`src/rtl/bd_pkg.sv`:
```
`default_nettype none
// ============================================================================
// Module   : bd_pkg
// Purpose  : Shared types and helpers for the bundled-data transmit bridge.
// Revision : 1.0 - initial release
// ============================================================================
package bd_pkg;

    typedef enum logic [1:0] {
        IDLE = 2'd0,
        LOAD = 2'd1,
        REQ  = 2'd2,
        REL  = 2'd3
    } bd_state_t;

    // One extra MSB lets full and empty be told apart without a separate count.
    function automatic int ptr_width(input int depth);
        return $clog2(depth) + 1;
    endfunction

endpackage
`default_nettype wire

```
`src/rtl/sync_ff.sv`:
```
`default_nettype none
// ============================================================================
// Module   : sync_ff
// Purpose  : STAGES-deep single-bit synchroniser, asynchronous active-low reset.
// Revision : 1.0 - initial release
// ============================================================================
module sync_ff #(
    parameter int STAGES = 2
) (
    input  logic clk,
    input  logic rst_n,
    input  logic d,
    output logic q
);

    logic [STAGES-1:0] sync_q;
    logic [STAGES-1:0] sync_d;

    always_comb begin
        sync_d = {sync_q[STAGES-2:0], d};
    end

    always_ff @(posedge clk or negedge rst_n) begin
        if (!rst_n) begin
            sync_q <= '0;
        end else begin
            sync_q <= sync_d;
        end
    end

    assign q = sync_q[STAGES-1];

endmodule
`default_nettype wire

```
`src/rtl/bd_tx_bridge.sv`:
```
`default_nettype none
// ============================================================================
// Module   : bd_tx_bridge
// Purpose  : Clocked valid/ready to 4-phase bundled-data transmitter with FIFO.
//            Optional per-phase handshake timeout: BD_TX_BRIDGE_TIMEOUT_EN.
// Revision : 1.0 - initial release
// ============================================================================
module bd_tx_bridge
    import bd_pkg::*;
#(
    parameter int WIDTH       = 8,
    parameter int DEPTH       = 4,
    parameter int SYNC_STAGES = 2,
    parameter int TIMEOUT     = 1024
) (
    input  logic             clk,
    input  logic             rst_n,
    input  logic             s_valid,
    output logic             s_ready,
    input  logic [WIDTH-1:0] s_data,
    output logic             bd_req,
    output logic [WIDTH-1:0] bd_data,
    input  logic             bd_ack,
    output logic             busy
`ifdef BD_TX_BRIDGE_TIMEOUT_EN
    ,
    output logic             timeout_err
`endif
);

    localparam int PW = ptr_width(DEPTH);
    localparam int AW = $clog2(DEPTH);

    if ((DEPTH < 2) || ((DEPTH & (DEPTH - 1)) != 0) || (SYNC_STAGES < 2) || (TIMEOUT < 1)) begin : g_param_check
        $error("bd_tx_bridge: illegal parameter set");
    end

    bd_state_t        state_q, state_d;
    logic [PW-1:0]    wr_ptr_q, wr_ptr_d, rd_ptr_q, rd_ptr_d;
    logic [WIDTH-1:0] mem_q [DEPTH];
    logic [WIDTH-1:0] bd_data_q, bd_data_d;
    logic             s_ready_q, s_ready_d;
    logic             bd_req_q, bd_req_d;
    logic             busy_q, busy_d;
    logic             ack_prev_q;
    logic             ack_s, ack_rise;
    logic             fifo_empty, full_d, push, pop;

    sync_ff #(
        .STAGES (SYNC_STAGES)
    ) u_ack_sync (
        .clk   (clk),
        .rst_n (rst_n),
        .d     (bd_ack),
        .q     (ack_s)
    );

    // REQ only exits on a fresh ack edge, so an ack already high at launch is ignored.
    assign ack_rise   = ack_s & ~ack_prev_q;
    assign fifo_empty = (wr_ptr_q == rd_ptr_q);
    assign push       = s_valid & s_ready_q;

`ifdef BD_TX_BRIDGE_TIMEOUT_EN
    localparam int CW = $clog2(TIMEOUT + 1);

    logic [CW-1:0] phase_cnt_q, phase_cnt_d;
    logic          timeout_err_q, timeout_err_d;
    logic          phase_expired;

    assign phase_expired = ((state_q == REQ) || (state_q == REL)) && (phase_cnt_q == CW'(TIMEOUT));
`endif

    // Next-state logic
    always_comb begin
        state_d = state_q;
        case (state_q)
            IDLE:    if (!fifo_empty) state_d = LOAD;
            LOAD:    state_d = REQ;
            REQ:     if (ack_rise) state_d = REL;
            REL:     if (!ack_s) state_d = fifo_empty ? IDLE : LOAD;
            default: state_d = IDLE;
        endcase
`ifdef BD_TX_BRIDGE_TIMEOUT_EN
        if (phase_expired) state_d = IDLE;
`endif
    end

    // Outputs are registered from the next state so bd_req is glitch-free.
    always_comb begin
        pop       = (state_d == LOAD);
        bd_req_d  = (state_d == REQ);
        bd_data_d = pop ? mem_q[rd_ptr_q[AW-1:0]] : bd_data_q;
    end

    always_comb begin
        wr_ptr_d  = wr_ptr_q + {{(PW-1){1'b0}}, push};
        rd_ptr_d  = rd_ptr_q + {{(PW-1){1'b0}}, pop};
        full_d    = (wr_ptr_d[PW-1] != rd_ptr_d[PW-1]) &&
                    (wr_ptr_d[PW-2:0] == rd_ptr_d[PW-2:0]);
        s_ready_d = !full_d;
        busy_d    = (wr_ptr_d != rd_ptr_d) || (state_d != IDLE);
    end

    always_ff @(posedge clk or negedge rst_n) begin
        if (!rst_n) begin
            state_q    <= IDLE;
            wr_ptr_q   <= '0;
            rd_ptr_q   <= '0;
            bd_data_q  <= '0;
            s_ready_q  <= 1'b0;
            bd_req_q   <= 1'b0;
            busy_q     <= 1'b0;
            ack_prev_q <= 1'b0;
        end else begin
            state_q    <= state_d;
            wr_ptr_q   <= wr_ptr_d;
            rd_ptr_q   <= rd_ptr_d;
            bd_data_q  <= bd_data_d;
            s_ready_q  <= s_ready_d;
            bd_req_q   <= bd_req_d;
            busy_q     <= busy_d;
            ack_prev_q <= ack_s;
        end
    end

    always_ff @(posedge clk) begin
        if (push) begin
            mem_q[wr_ptr_q[AW-1:0]] <= s_data;
        end
    end

`ifdef BD_TX_BRIDGE_TIMEOUT_EN
    // Counter holds the number of cycles spent in the current REQ/REL phase.
    always_comb begin
        phase_cnt_d   = phase_cnt_q;
        timeout_err_d = timeout_err_q;
        if ((state_d == REQ) || (state_d == REL)) begin
            phase_cnt_d = (state_d != state_q) ? CW'(1) : phase_cnt_q + CW'(1);
            if (phase_cnt_d == CW'(TIMEOUT)) timeout_err_d = 1'b1;
        end
    end

    always_ff @(posedge clk or negedge rst_n) begin
        if (!rst_n) begin
            phase_cnt_q   <= '0;
            timeout_err_q <= 1'b0;
        end else begin
            phase_cnt_q   <= phase_cnt_d;
            timeout_err_q <= timeout_err_d;
        end
    end

    assign timeout_err = timeout_err_q;
`endif

    assign s_ready = s_ready_q;
    assign bd_req  = bd_req_q;
    assign bd_data = bd_data_q;
    assign busy    = busy_q;

endmodule
`default_nettype wire

```
`config.mk`:
```
export PLATFORM = sky130hd
export DESIGN_NAME = bd_tx_bridge
export DESIGN_NICKNAME = d
export VERILOG_FILES = /design/src/rtl/bd_pkg.sv /design/src/rtl/sync_ff.sv /design/src/rtl/bd_tx_bridge.sv
export SDC_FILE = /design/constraint.sdc
export NUM_CORES = 1
export LEC_CHECK = 0
export CORE_MARGIN = 2
export CORE_UTILIZATION = 60
export DETAILED_ROUTE_END_ITERATION = 16
export DONT_BUFFER_PORTS = 1
export GPL_ROUTABILITY_DRIVEN = 0
export PLACE_DENSITY_LB_ADDON = 0.12
export SYNTH_ARGS = -nofsm -noshare
export SYNTH_HDL_FRONTEND = slang
export SYNTH_SLANG_ARGS = --single-unit
export TNS_END_PERCENT = 50
```
`constraint.sdc`:
```
create_clock -name clk -period 2.5 [get_ports clk]
set_input_delay 0.375 -clock clk [delete_from_list [all_inputs] [get_ports clk]]
set_output_delay 0.375 -clock clk [all_outputs]
set_load 0.02 [all_outputs]
```
### After elaboration in Yosys (flattened, before gate mapping)

Memory sizes are Yosys's and may differ from the RTL's. A register that Yosys moved wholly into a read port is not among the register bits.
Index checks and enable logic that the tools add are counted.

| word-level totals | value |
|---|---|
| memory bits (writable) | 32 |
| input port bits | 12 |
| output and inout port bits | 11 |
| bits in read-only memories | 0 |
| register bits | 14 |
| memories kept | 1 |
| bits in latches | 0 |

Memories:

| memory | depth | bits a word | read ports | clocked after memory_dff | wr ports | line | text |
|---|---|---|---|---|---|---|---|
| mem_q | 4 | 8 | 1 | 1 | 1 | bd_tx_bridge.sv:40 | `logic [WIDTH-1:0] mem_q [DEPTH];` |

| operators by class | value |
|---|---|
| $add $sub $neg | 2 |
| shift operators | 0 |
| mux-type cells | 7 |
| bitwise gates (word level) | 3 |
| equal/unequal tests | 9 |
| order comparisons | 0 |
| reductions and logical operators | 6 |
| $mul | 0 |
| div/mod/pow operators | 0 |

Operator list:

| operator | number |
|---|---|
| 2-bit one-hot mux with 4 select lines | 1 |
| 3-bit by 1-bit adder with 3-bit output | 2 |
| 2-bit equality test, second input constant | 3 |
| 2-bit 2-to-1 mux | 3 |
| 2-bit by 1-bit equality test with 1-bit output, second input constant | 2 |
| 3-bit equality test | 1 |
| 1-bit 2-to-1 mux | 3 |
| 3-bit inequality test | 1 |
| 1-bit AND | 2 |
| 2-bit equality test | 1 |
| 1-bit logical NOT | 2 |
| 2-bit logical NOT | 1 |
| 2-bit nonzero test | 1 |
| 1-bit logical AND | 1 |
| 1-bit logical OR | 1 |
| 1-bit inequality test | 1 |
| 1-bit inverter | 1 |

### Logic depth before layout (Yosys ltp)

| logic depth | value |
|---|---|
| depth after elaboration | 9 |
| mapped depth | 9 |
| mapped depth without buffers | 8 |

### By module

A second synthesis with hierarchy kept.

| unflattened totals | value |
|---|---|
| cells, all modules | 107 |
| area total of the unflattened synthesis | 2,117.0 µm² |

By module, submodules not included:

| module | seq. area each (µm²) | cells an instance | instances | area an instance (µm²) |
|---|---|---|---|---|
| bd_tx_bridge | 1,461.4 | 105 | 1 | 2,067.0 |
| sync_ff | 50.0 | 2 | 1 | 50.0 |

### Worst setup path before layout

No wires, ideal clock.

| timing | value |
|---|---|
| kind | reg2reg |
| start point | reg rd_ptr_q[1] |
| end point | reg s_ready_q, in the netlist s_ready |
| path buffers | 1 |
| stages on the path, launching flop included | 9 |
| data required time | 2.369 ns |
| data arrival time | 2.176 ns |
| setup time | 0.131 ns |
| path slack | 0.192 ns |
| path through | dfrtp_1 -> buf_6 -> xor2_1 -> o32ai_4 -> inv_1 -> ha_1 -> ha_1 -> xor2_1 -> or3_1 |

| on the way | value |
|---|---|
| longest elaborated chain between the ends | 9 |

RTL lines:

| what | line | text |
|---|---|---|
| start, declared | bd_tx_bridge.sv:39 | `logic [PW-1:0] wr_ptr_q, wr_ptr_d, rd_ptr_q, rd_ptr_d;` |
| start signal, assigned | bd_tx_bridge.sv:117 | `rd_ptr_q <= rd_ptr_d;` |
| 3-bit equality test | bd_tx_bridge.sv:60 | `assign fifo_empty = (wr_ptr_q == rd_ptr_q);` |
| 1-bit 2-to-1 mux | bd_tx_bridge.sv:80 | `REL: if (!ack_s) state_d = fifo_empty ? IDLE : LOAD;` |
| 2-bit 2-to-1 mux | bd_tx_bridge.sv:80 |  |
| 2-bit one-hot mux with 4 select lines | bd_tx_bridge.sv:76 | `case (state_q)` |
| 2-bit by 1-bit equality test with 1-bit output | bd_tx_bridge.sv:90 | `pop = (state_d == LOAD);` |
| 3-bit by 1-bit adder with 3-bit output (*) | bd_tx_bridge.sv:97 | `rd_ptr_d = rd_ptr_q + {{(PW-1){1'b0}}, pop};` |
| via rd_ptr_d[1] | bd_tx_bridge.sv:39 |  |
| 2-bit equality test (*) | bd_tx_bridge.sv:99 | `(wr_ptr_d[PW-2:0] == rd_ptr_d[PW-2:0]);` |
| 1-bit logical AND (*) | bd_tx_bridge.sv:98 | `full_d = (wr_ptr_d[PW-1] != rd_ptr_d[PW-1]) &&` |
| 1-bit logical NOT (*) | bd_tx_bridge.sv:100 | `s_ready_d = !full_d;` |
| via s_ready_d | bd_tx_bridge.sv:42 | `logic s_ready_q, s_ready_d;` |
| end signal, assigned | bd_tx_bridge.sv:119 | `s_ready_q <= s_ready_d;` |
| end, declared | bd_tx_bridge.sv:42 |  |

The timed path passes the listed nets; every way through them passes the cells marked *.

### Worst setup path after layout

| timing | value |
|---|---|
| start point | reg wr_ptr_q[1] |
| end point | reg s_ready_q, in the netlist s_ready |

| on the way | value |
|---|---|
| longest elaborated chain between the ends | 9 |

RTL lines:

| what | line | text |
|---|---|---|
| start, declared | bd_tx_bridge.sv:39 |  |
| start signal, assigned | bd_tx_bridge.sv:116 | `wr_ptr_q <= wr_ptr_d;` |
| 3-bit equality test (*) | bd_tx_bridge.sv:60 |  |
| 1-bit 2-to-1 mux | bd_tx_bridge.sv:80 |  |
| 2-bit 2-to-1 mux | bd_tx_bridge.sv:80 |  |
| 2-bit one-hot mux with 4 select lines (*) | bd_tx_bridge.sv:76 |  |
| 2-bit by 1-bit equality test with 1-bit output (*) | bd_tx_bridge.sv:90 |  |
| 3-bit by 1-bit adder with 3-bit output (*) | bd_tx_bridge.sv:97 |  |
| via rd_ptr_d[1] | bd_tx_bridge.sv:39 |  |
| 2-bit equality test (*) | bd_tx_bridge.sv:99 |  |
| 1-bit logical AND (*) | bd_tx_bridge.sv:98 |  |
| 1-bit logical NOT (*) | bd_tx_bridge.sv:100 |  |
| via s_ready_d | bd_tx_bridge.sv:42 |  |

Marked as above.

==> impl_metrics.sql <==
INSERT INTO impl_metrics (metric_group, metric, value, unit) VALUES
('drt', 'totalWireLength', '3150', 'microns'),
('clocking', 'cts.sink_count', '54', ''),
('layout', 'nets', '136', ''),
('layout', 'layout.core_utilization', '0.682', ''),
('clocking', 'post_cts_buffers', '0', ''),
('logic_synthesis', 'synth_xor_xnor_area_share', '0.0374', ''),
('drt', 'drc', '0', ''),
('floorplan', 'chipHeight', '63.3', 'microns'),
('clocking', 'cts_tree', 'built', ''),
('sta', 'final-max-slew-violation-count', '0', ''),
('power_and_ir_drop', 'share_comb_of_total_power', '0.325', ''),
('critical_path', 'arrival', '2.49', 'ns'),
('placed_design', 'placed_area', '2190', 'sq um'),
('power_and_ir_drop', 'power_report.internal_total', '1.89', 'mW'),
('layout', 'drive_gt1_frac', '0.198', ''),
('sta', 'rsz0062_at_grt', 'no', ''),
('clocking', 'cts_root_buffer', 'sky130_fd_sc_hd__clkbuf_4', ''),
('placed_design', 'dp.final_hpwl', '2210', 'microns'),
('critical_path', 'timing.rr.start', 'wr_ptr_q[1]', ''),
('global_route', 'groute.usage.overall', '0.190', ''),
('layout', 'nFillCells', '244', ''),
('critical_path', 'timing.critical_path.fanout_max', '6', ''),
('drt', 'postRouteAntennaNets', '0', ''),
('logic_synthesis', 'synth-compound-area-share', '0.0267', ''),
('logic_synthesis', 'netlist.top_cell.by_area', 'sky130_fd_sc_hd__edfxtp_1', ''),
('critical_path', 'crit_required', '2.76', 'ns'),
('power_and_ir_drop', 'cellLeakagePower', '0.871', 'nW'),
('logic_synthesis', 'synth.yosys.warnings', '0', ''),
('drt', 'drt_iter0_markers', '36', ''),
('logic_synthesis', 'average_cell_area_after_synthesis', '19.7', 'sq um'),
('clocking', 'cells_resized_by_post_cts_repair', '0', ''),
('logic_synthesis', 'fraction_of_post_synthesis_cell_area_in_the_top_cell_type_by_area', '0.456', ''),
('sta', 'setup-tns-final', '0', 'ns'),
('clocking', 'worst_setup_hold_path_clk_slew', '0.15', 'ns'),
('sta', 'final-hold-violation-count', '0', ''),
('floorplan', 'ioPinCount', '23', ''),
('critical_path', 'worstSetupPathType', 'flop to flop', ''),
('sta', 'max_slew_margin', '0.327', ''),
('logic_synthesis', 'synth_common_cells', '32 x sky130_fd_sc_hd__edfxtp_1, 22 x sky130_fd_sc_hd__dfrtp_1, 8 x sky130_fd_sc_hd__mux2_2, 8 x sky130_fd_sc_hd__mux4_1, 8 x sky130_fd_sc_hd__xor2_1', ''),
('floorplan', 'placementRows', '21', ''),
('outcome', 'outcome', 'finished clean', ''),
('logic_synthesis', 'synth_most_common_cell', 'sky130_fd_sc_hd__edfxtp_1', ''),
('power_and_ir_drop', 'vdd_ir_drop_max', '0.757', 'mV'),
('logic_synthesis', 'synthArstFlopShare', '0.407', ''),
('sta', 'slew_at_the_pin_with_the_worst_max_slew_slack', '1.01', 'ns'),
('power_and_ir_drop', 'totalPowerFinal', '2.85', 'mW'),
('logic_synthesis', 'ys_seq_elements', '54', ''),
('logic_synthesis', 'synth-seq-area-share', '0.716', ''),
('logic_synthesis', 'muxShareOfSynthArea', '0.142', ''),
('clocking', 'cts_made_buffers', '5', ''),
('clocking', 'cts_max_path_bufs', '2', ''),
('logic_synthesis', 'synth.distinct_cells', '25', ''),
('power_and_ir_drop', 'clk_network_pwr_share', '0.162', ''),
('clocking', 'htree_levels', '2', ''),
('critical_path', 'end_kind', 'flop', ''),
('placed_design', 'dpl_cells', '157', ''),
('clocking', 'clkLatencyLatePin', '0.38', 'ns'),
('sta', 'final_min_period_over_clock_period', '0.892', ''),
('floorplan', 'die_w', '63.3', 'microns'),
('sta', 'period_needed', '2.23', 'ns'),
('global_route', 'vias_in_the_first_global_route', '1084', ''),
('drt', 'drt_first_pass_iters', '4', ''),
('global_route', 'grt_start_max_net_pins', '23', ''),
('logic_synthesis', 'synth_top_family_by_area', 'multiplexers', ''),
('logic_synthesis', 'synth_simple_gate_area_share', '0.0374', ''),
('layout', 'insertedDiodeCount', '0', ''),
('sta', 'max_freq', '0.448', 'GHz'),
('floorplan', 'die_area', '4010', 'sq um'),
('global_route', 'grt_antenna_before_repair', '0', ''),
('layout', 'area.growth.synth_to_final', '8.66', '%'),
('placed_design', 'placement.io_buffers', '0', '');
## metal layers
| layer | wire, microns | global-route usage |
|---|---|---|
| met5 | 0 | 0 |
| met4 | 50 | 0.0652 |
| met3 | 145 | 0.0643 |
| met1 | 1320 | 0.236 |
| met2 | 1630 | 0.315 |
## worst max-delay path, stage by stage, from the launching register on
cell                      delay, ns
sky130_fd_sc_hd__dfrtp_1       0.48
sky130_fd_sc_hd__xor2_1        0.21
sky130_fd_sc_hd__o32ai_4       0.29
sky130_fd_sc_hd__inv_1         0.07
sky130_fd_sc_hd__ha_1          0.18
sky130_fd_sc_hd__ha_1          0.31
sky130_fd_sc_hd__xor2_1        0.18
sky130_fd_sc_hd__or3_1         0.39
## sequential cells by signal (all words and copies together), names as in the netlist
name and cells:
mem_q 32, ack_prev_q 1, wr_ptr_q 3, s_ready 1, busy 1, rd_ptr_q 3
u_ack_sync.sync_q 2, state_q 2, bd_data 8, bd_req 1
## kinds of logic after synthesis
family	count (synthesis)
compound gates	5
flops	54
fa+ha+maj	4
mux	16
simple gates	13
buf+inv	6
xor+xnor	9
## worst paths after layout
path	cells after the start	slack (ns)	endpoint
worst max-delay path	7	0.27	s_ready
worst max register to register	7	0.27	s_ready
min in group asynchronous	1	0.59	bd_data[3]
max in group asynchronous	1	1.28	rd_ptr_q[0]
worst min register to register	0	0.36	u_ack_sync.sync_q[1]
worst min-delay path	0	0.08	mem_q[0][3]
## cell type report
type | count | area, sq um | share of cell area
clock buffer | 6 | 41.3 | 0.0180
clock inverter | 2 | 37.5 | 0.0164
inverter | 4 | 15.0 | 0.00655
multi-input combinational | 47 | 564 | 0.246
sequential | 54 | 1510 | 0.659
tap | 46 | 57.6 | 0.0251
timing repair buffer | 8 | 65.1 | 0.0284
## cell usage in the layout, fill, tap and decap left out, drive strengths merged, types with 2 or more instances in the layout
cell type	count
nor3	2
inv	4
dlygate4sd3	2
dfrtp	22
nor2	2
buf	6
ha	4
edfxtp	32
xor2	8
mux4	8
nor3b	2
clkbuf	6
mux2	8
## per-stage QoR
| stage | hold slack [ns] | setup WS (ns) |
|---|---|---|
| after floorplan | 0.0794 | 0.192 |
| after CTS | 0.0122 | 0.270 |
| after global placement | 0.0801 | 0.365 |
| after global routing | 0.0473 | 0.170 |
| final | 0.0773 | 0.269 |
| after detailed placement | 0.0800 | 0.292 |
## power groups by stage
stage	Combinational (mW)	Clock, mW	Sequential, mW
2_1_floorplan	0.729	0	1.44
3_3_place_gp	0.900	0	1.47
3_5_place_dp	0.928	0	1.49
4_1_cts	0.939	0.479	1.47
5_1_grt	1.02	0.509	1.49
6_report	0.925	0.463	1.46
## repair_timing
action | in CTS | in global routing
hold endpoints to repair | 22 | 1
endpoints found under the setup margin | 0 | 0
hold buffers | 1 | 1
(Power assumes the default switching activity.)
